--- config.mk ---
export PLATFORM = sky130hd
export DESIGN_NAME = serpent_subkey_bank
export DESIGN_NICKNAME = d
export VERILOG_FILES = /design/src/rtl/serpent_subkey_bank_pkg.sv /design/src/rtl/serpent_subkey_ram.sv /design/src/rtl/serpent_subkey_bank.sv
export SDC_FILE = /design/constraint.sdc
export NUM_CORES = 2
export LEC_CHECK = 0
export BUFFER_PORTS_ARGS = -buffer_cell sky130_fd_sc_hd__buf_2
export CELL_PAD_IN_SITES_DETAIL_PLACEMENT = 1
export CELL_PAD_IN_SITES_GLOBAL_PLACEMENT = 2
export CORE_ASPECT_RATIO = 0.5
export CORE_MARGIN = 2
export CORE_UTILIZATION = 40
export CTS_BUF_LIST = sky130_fd_sc_hd__clkbuf_8
export DETAILED_ROUTE_END_ITERATION = 10
export PLACE_DENSITY_LB_ADDON = 0.1
export SYNTH_ARGS = -nofsm -noshare
export SYNTH_HDL_FRONTEND = slang
export SYNTH_HIERARCHICAL = 1
export SYNTH_MEMORY_MAX_BITS = 65536
export SYNTH_SLANG_ARGS = --single-unit
export TNS_END_PERCENT = 30
--- constraint.sdc ---
create_clock -name i_clk -period 8.35 [get_ports i_clk]
set_clock_uncertainty 0.1 [all_clocks]
set_input_delay 0.835 -clock i_clk [delete_from_list [all_inputs] [get_ports i_clk]]
set_output_delay 0.835 -clock i_clk [all_outputs]
set_load 0.005 [all_outputs]
--- src/rtl/serpent_subkey_bank_pkg.sv ---
// Shared constants and fill-state encoding for the Serpent subkey path.
// Used by the key schedule, the subkey bank and the round engine.
package serpent_subkey_bank_pkg;

    localparam int NUM_SUBKEYS = 33;
    localparam int SUBKEY_W    = 128;
    localparam int ADDR_W      = 6;
    localparam int CNT_W       = $clog2(NUM_SUBKEYS + 1);

    // First illegal address and the full-set count, at their native widths.
    localparam logic [ADDR_W-1:0] ADDR_LIMIT = ADDR_W'(NUM_SUBKEYS);
    localparam logic [CNT_W-1:0]  CNT_FULL   = CNT_W'(NUM_SUBKEYS);

    typedef enum logic [1:0] {
        EMPTY   = 2'd0,
        FILLING = 2'd1,
        READY   = 2'd2
    } fill_state_t;

endpackage

--- src/rtl/serpent_subkey_ram.sv ---
// NUM_SUBKEYS x SUBKEY_W storage: one write port and one registered read port.
// Contents are not reset; the read register only updates on a read request,
// so it holds its last value between reads.
module serpent_subkey_ram
    import serpent_subkey_bank_pkg::*;
(
    input  logic                clk,
    input  logic                wr_en,
    input  logic [ADDR_W-1:0]   wr_addr,
    input  logic [SUBKEY_W-1:0] wr_data,
    input  logic                rd_en,
    input  logic [ADDR_W-1:0]   rd_addr,
    output logic [SUBKEY_W-1:0] rd_data
);

    logic [SUBKEY_W-1:0] mem [NUM_SUBKEYS];

    // Write and registered read; a same-cycle read sees the old word.
    always_ff @(posedge clk) begin
        if (wr_en) begin
            mem[wr_addr] <= wr_data;
        end
        if (rd_en) begin
            rd_data <= mem[rd_addr];
        end
    end

endmodule

--- src/rtl/serpent_subkey_bank.sv ---
// Subkey bank: captures the 33 round subkeys from the key schedule, tracks
// which indices have been seen since the last i_begin, and serves reads once
// the set is complete.
// Optional build macro SUBKEY_BANK_DBUF_EN: active/shadow double buffering so
// reads keep being served from the previous complete set during a refill.
//
// Handshake: i_subkey_valid and i_rd_en are single-cycle strobes with no
// backpressure; o_rd_valid marks o_rd_data exactly one cycle after an
// accepted read. o_state exposes the fill FSM for observation.
module serpent_subkey_bank
    import serpent_subkey_bank_pkg::*;
(
    input  logic                i_clk,
    input  logic                i_rstn,
    input  logic                i_begin,
    input  logic [SUBKEY_W-1:0] i_subkey,
    input  logic [ADDR_W-1:0]   i_address,
    input  logic                i_subkey_valid,
    input  logic                i_rd_en,
    input  logic [ADDR_W-1:0]   i_rd_addr,
    output logic [SUBKEY_W-1:0] o_rd_data,
    output logic                o_rd_valid,
    output logic                o_ready,
    output logic                o_error,
    output logic [1:0]          o_state
);

    fill_state_t            state_q;
    logic [NUM_SUBKEYS-1:0] mask_q, base_mask, mask_n;
    logic [CNT_W-1:0]       cnt_q, base_cnt, cnt_n;
    logic                   fill_active, wr_in_range, wr_en, wr_bad, new_bit;
    logic                   fill_done, rd_accept, rd_in_range, ram_re;
    logic                   rd_zero_q;

    assign o_state = state_q;

    // Fill bookkeeping: i_begin restarts the mask before this cycle's write lands.
    always_comb begin
        fill_active = i_begin || (state_q == FILLING);
        wr_in_range = (i_address < ADDR_LIMIT);
        wr_en       = i_subkey_valid && fill_active && wr_in_range;
        wr_bad      = i_subkey_valid && fill_active && !wr_in_range;
        base_mask   = i_begin ? '0 : mask_q;
        base_cnt    = i_begin ? '0 : cnt_q;
        new_bit     = wr_en && !base_mask[i_address];
        mask_n      = base_mask;
        if (new_bit) begin
            mask_n[i_address] = 1'b1;
        end
        cnt_n       = base_cnt + CNT_W'(new_bit);
        fill_done   = fill_active && (cnt_n == CNT_FULL);
        rd_accept   = i_rd_en && o_ready;
        rd_in_range = (i_rd_addr < ADDR_LIMIT);
        ram_re      = rd_accept && rd_in_range;
    end

`ifdef SUBKEY_BANK_DBUF_EN
    logic                act_q;
    logic                act_valid_q;
    logic                rd_bank_q;
    logic [SUBKEY_W-1:0] rdata0, rdata1;

    // Bank 0 is the shadow while bank 1 is active, and vice versa.
    serpent_subkey_ram u_ram0 (
        .clk     (i_clk),
        .wr_en   (wr_en && act_q),
        .wr_addr (i_address),
        .wr_data (i_subkey),
        .rd_en   (ram_re && !act_q),
        .rd_addr (i_rd_addr),
        .rd_data (rdata0)
    );

    serpent_subkey_ram u_ram1 (
        .clk     (i_clk),
        .wr_en   (wr_en && !act_q),
        .wr_addr (i_address),
        .wr_data (i_subkey),
        .rd_en   (ram_re && act_q),
        .rd_addr (i_rd_addr),
        .rd_data (rdata1)
    );

    assign o_rd_data = rd_zero_q ? '0 : (rd_bank_q ? rdata1 : rdata0);
`else
    logic [SUBKEY_W-1:0] ram_rdata;

    serpent_subkey_ram u_ram (
        .clk     (i_clk),
        .wr_en   (wr_en),
        .wr_addr (i_address),
        .wr_data (i_subkey),
        .rd_en   (ram_re),
        .rd_addr (i_rd_addr),
        .rd_data (ram_rdata)
    );

    assign o_rd_data = rd_zero_q ? '0 : ram_rdata;
`endif

    // Fill FSM with its registered status and read-side outputs.
    always_ff @(posedge i_clk) begin
        if (!i_rstn) begin
            state_q     <= EMPTY;
            mask_q      <= '0;
            cnt_q       <= '0;
            o_ready     <= 1'b0;
            o_error     <= 1'b0;
            o_rd_valid  <= 1'b0;
            rd_zero_q   <= 1'b1;
`ifdef SUBKEY_BANK_DBUF_EN
            act_q       <= 1'b0;
            act_valid_q <= 1'b0;
            rd_bank_q   <= 1'b0;
`endif
        end else begin
            o_rd_valid <= rd_accept;
            if (rd_accept) begin
                rd_zero_q <= !rd_in_range;
            end
            if (fill_active) begin
                mask_q <= mask_n;
                cnt_q  <= cnt_n;
            end
            o_error <= (o_error && !i_begin) || wr_bad || (rd_accept && !rd_in_range);
            if (fill_done) begin
                state_q <= READY;
            end else if (fill_active) begin
                state_q <= FILLING;
            end
`ifdef SUBKEY_BANK_DBUF_EN
            if (rd_accept) begin
                rd_bank_q <= act_q;
            end
            if (fill_done) begin
                act_q       <= !act_q;
                act_valid_q <= 1'b1;
            end
            o_ready <= act_valid_q || fill_done;
`else
            o_ready <= fill_done || (o_ready && !i_begin);
`endif
        end
    end

endmodule
==> metrics.txt <==
clk sinks=4,397; worst r2r dst=u_ram/mem[8][65]; hold crit path type=input port to register; gp weighted congestion=0.726; FF+latch area=132,000 sq um; Worst Hold Launch=i_subkey[92]; Yosys cell types=57; CTS Buf Count=652; Avg WL per Cell=32.9 um; P_sw=9.75 mW; Die Wd=922 um; global-route wire length before repair=678,000 um; Most used DFF post-synth=edfxtp_1; max_cap viols=0; final net count=8,612; Net Count, Synth=7,927; FF-to-FF setup slack=3320 ps; number of fill cells=38,359; initial antenna violation count=46; clk buf depth=4; Inst Count DP=13,415; fmax=199 MHz; LEAKAGE=60.5 nW; num ports=278; switching part of the total=23.0%; Worst slew margin=10.9%; Max FO, Critical Path=53; reg2reg start=o_state[0]; root buf cell=clkbuf_8; Slew @ Worst Pin=1340 ps; Critical path buffers and inverters=1; DP HPWL=254,000 um; final hold violations=0; Starting Density=40.2%; Reg power frac=57.4%; setup TNS=0 ps; CTS tree=yes; crit start category=register; DRC violations left=0; hold-critical path depth=1; post-synthesis cell area=169,000 sq um; area growth from synthesis to layout=12.1%; Setup CP Type=register to register; crit path DAT=5640 ps; # setup viols final=0; Async SR Flop Fraction=0%; clk slew on worst S/H paths=70 ps; Setup crit end kind=register; vias per cell=5.62; num rows=168; share of the yosys chip area belonging to registers=78.0%; fraction of layout cells with a size suffix above 1=24.1%; minimum clock period=5030 ps; hold path endpoint=u_ram/mem[15][92]; vias in the first global route=86,674; Starting DRT DRC Count=7,039; DR pass1 iterations=6; Routed Antenna Nets=0; number of flops mapped to enable cells by yosys=4,352; Mapped Cells=7,780; unrepaired setup endpoints after global routing=no; area of the multi-input gates=35,300 sq um; final period utilization=60.2%; Final Non-Filler Cells=14,572; Tot GR Track Use=22.2%; VDD IR max=0.109 mV; final wirelength=479,000 um; largest net degree at the start of global routing=126; dpl ws=2420 ps; Worst EP required=8970 ps; synthesized flop and latch total=4,397; core region area=419,000 sq um; PwrDens=224 nW/um^2; worst-skew pair later-pin latency=1120 ps; Comb power frac=4.7%; CTS H-tree lvls=6; die area=427,000 sq um; CP most frequent cell=nor2b_1; clock share of power=37.8%; CP max stage delay=910 ps; Int Power=32.6 mW; crit-path leading delay family=simple AND/OR/NAND/NOR gates; final worst slack=3320 ps; Slew Limit Fails=0; Die Y=463 um; Vias=81,870; Worst path slowest cell=nor2_4; PortBufs=277; status=finished clean; GRT overflow=0; Mean Syn Cell Area=21.7 sq um; R2R depth=7; sequence of cells on the critical path=nor2b_1 > nor2_1 > a211oi_1 > nor2b_1 > nand2_1 > nor2_4 > buf_12; post-CTS sizing=0; Ys Warns=6
## how the worst max path moves through the flow
stage | to | cells past startpoint | startpoint | slack, ps
global placement | u_ram/mem[10][112] | 8 | i_address[0] | 2440
global route | u_ram/mem[10][113] | 7 | o_state[0] | 3110
CTS | u_ram/mem[10][113] | 7 | o_state[0] | 3230
finish | u_ram/mem[8][65] | 7 | o_state[0] | 3320
detailed placement | u_ram/mem[10][112] | 8 | i_address[0] | 2420
floorplan | u_ram/mem[8][0] | 7 | i_address[2] | 7
## per-stage QoR
step                util, %  instance area, sq um  hold WS, ps  power, mW
finish                 45.1                189000          153       42.3
global placement       42.4                178000          336       26.8
global route           45.1                189000         87.6       43.9
CTS                    45.1                189000         9.27       42.9
detailed placement     42.4                178000          340       26.8
floorplan                 -                169000          321       25.9
## area by class of cell
type	count	area share, %
sequential	4397	69.6
multi-input combinational	2947	18.7
clock buffer	671	4.88
tap	5610	3.71
timing repair buffer	460	2.01
clock inverter	460	1.08
antenna	20	0.0265
inverter	7	0.0139
## power by group through the flow
stage / logic [mW] / registers, mW / clock network, mW
after floorplan: 1.12 / 24.8 / 0
after global placement: 2.04 / 24.8 / 0
after detailed placement: 2.06 / 24.8 / 0
after CTS: 2.07 / 24.3 / 16.5
after global routing: 2.16 / 24.3 / 17.4
final: 2.01 / 24.3 / 16.0
## synth_stat cells, types with 2 or more instances
cell      count  area [sq um]
or3b_2        3          26.3
o21ai_1      14          70.1
dfxtp_1      45           901
buf_1        22          82.6
buf_4        55           413
nor3_1        8          40.0
o21ai_2       2          17.5
edfxtp_1   4352        131000
o22ai_1     131           820
mux4_2      897         20200
o211ai_1    256          1920
or3_1         6          37.5
a211oi_1      2          15.0
nand3_1      17          85.1
ha_1          2          25.0
inv_1         7          26.3
mux2i_1     647          6480
a22o_1        9          78.8
and3b_1       2          17.5
or2_2         6          37.5
a21boi_0      7          52.6
buf_6         5          56.3
nor2_1      176           661
a21oi_1       5          25.0
and3_1        5          31.3
o21ai_0      13          65.1
nor3b_1       2          15.0
nand2_1     302          1130
nand3b_1    136          1020
nand4_4       2          42.5
buf_2       117           586
clkbuf_1    230           863
nor2b_1     140           876
nand2b_1      5          31.3
o31ai_1     128           961
xor2_1        3          26.3
## flip-flops by register name, summed over array words and instances, names as in the netlist
register and flops:
u_ram/mem 4224, rd_zero_q 1, o_error 1, mask_q 33, u_ram/rd_data 128, o_rd_valid 1
o_ready 1, cnt_q 6, o_state 2
## logic make-up (layout without fill, tap and decap cells)
group | count (synthesis) | in the layout | share of synthesized area [%]
DFF | 4397 | 4397 | 78.0
muxes | 1545 | 1545 | 15.8
other | 0 | 20 | 0
buffers and inverters | 436 | 1598 | 1.20
xor gates and xnor gates | 3 | 3 | 0.0156
adders and majority gates | 2 | 2 | 0.0148
and+or+nand+nor | 821 | 821 | 2.46
AOI/OAI and AO/OA | 576 | 576 | 2.45
## layer usage
layer	global-route usage [%]	vias up	part of all wire, %
met5	0	-	0.0052
met4	4.50	4	1.8
met3	2.95	640	4.1
met2	36.0	1951	48
met1	32.5	45288	46
li1	-	33987	-
## cell usage in the layout, fill, tap and decap left out, types with 78 or more instances in the layout
| master | count |
|---|---|
| nand2_1 | 301 |
| mux4_2 | 897 |
| o22ai_1 | 131 |
| clkinv_1 | 156 |
| inv_1 | 239 |
| buf_12 | 78 |
| mux2i_1 | 647 |
| nand3b_1 | 136 |
| nor2_1 | 143 |
| buf_4 | 100 |
| edfxtp_1 | 4352 |
| o31ai_1 | 128 |
| o211ai_1 | 256 |
| nor2b_1 | 137 |
| buf_2 | 272 |
| clkbuf_8 | 671 |
## what timing repair did
action                     CTS  global route
hold buffers                 6             0
buffers inserted             0             0
hold endpoints to repair    27             0
setup endpoints to repair    0             0
## worst register-to-register path: cells and delay by family (launching register included)
family / cells / cell delay (ps)
AOI/OAI and AO/OA: 1 / 820
DFF: 1 / 340
buffers and inverters: 1 / 400
and+or+nand+nor: 5 / 2650
(Power assumes the default switching activity.)
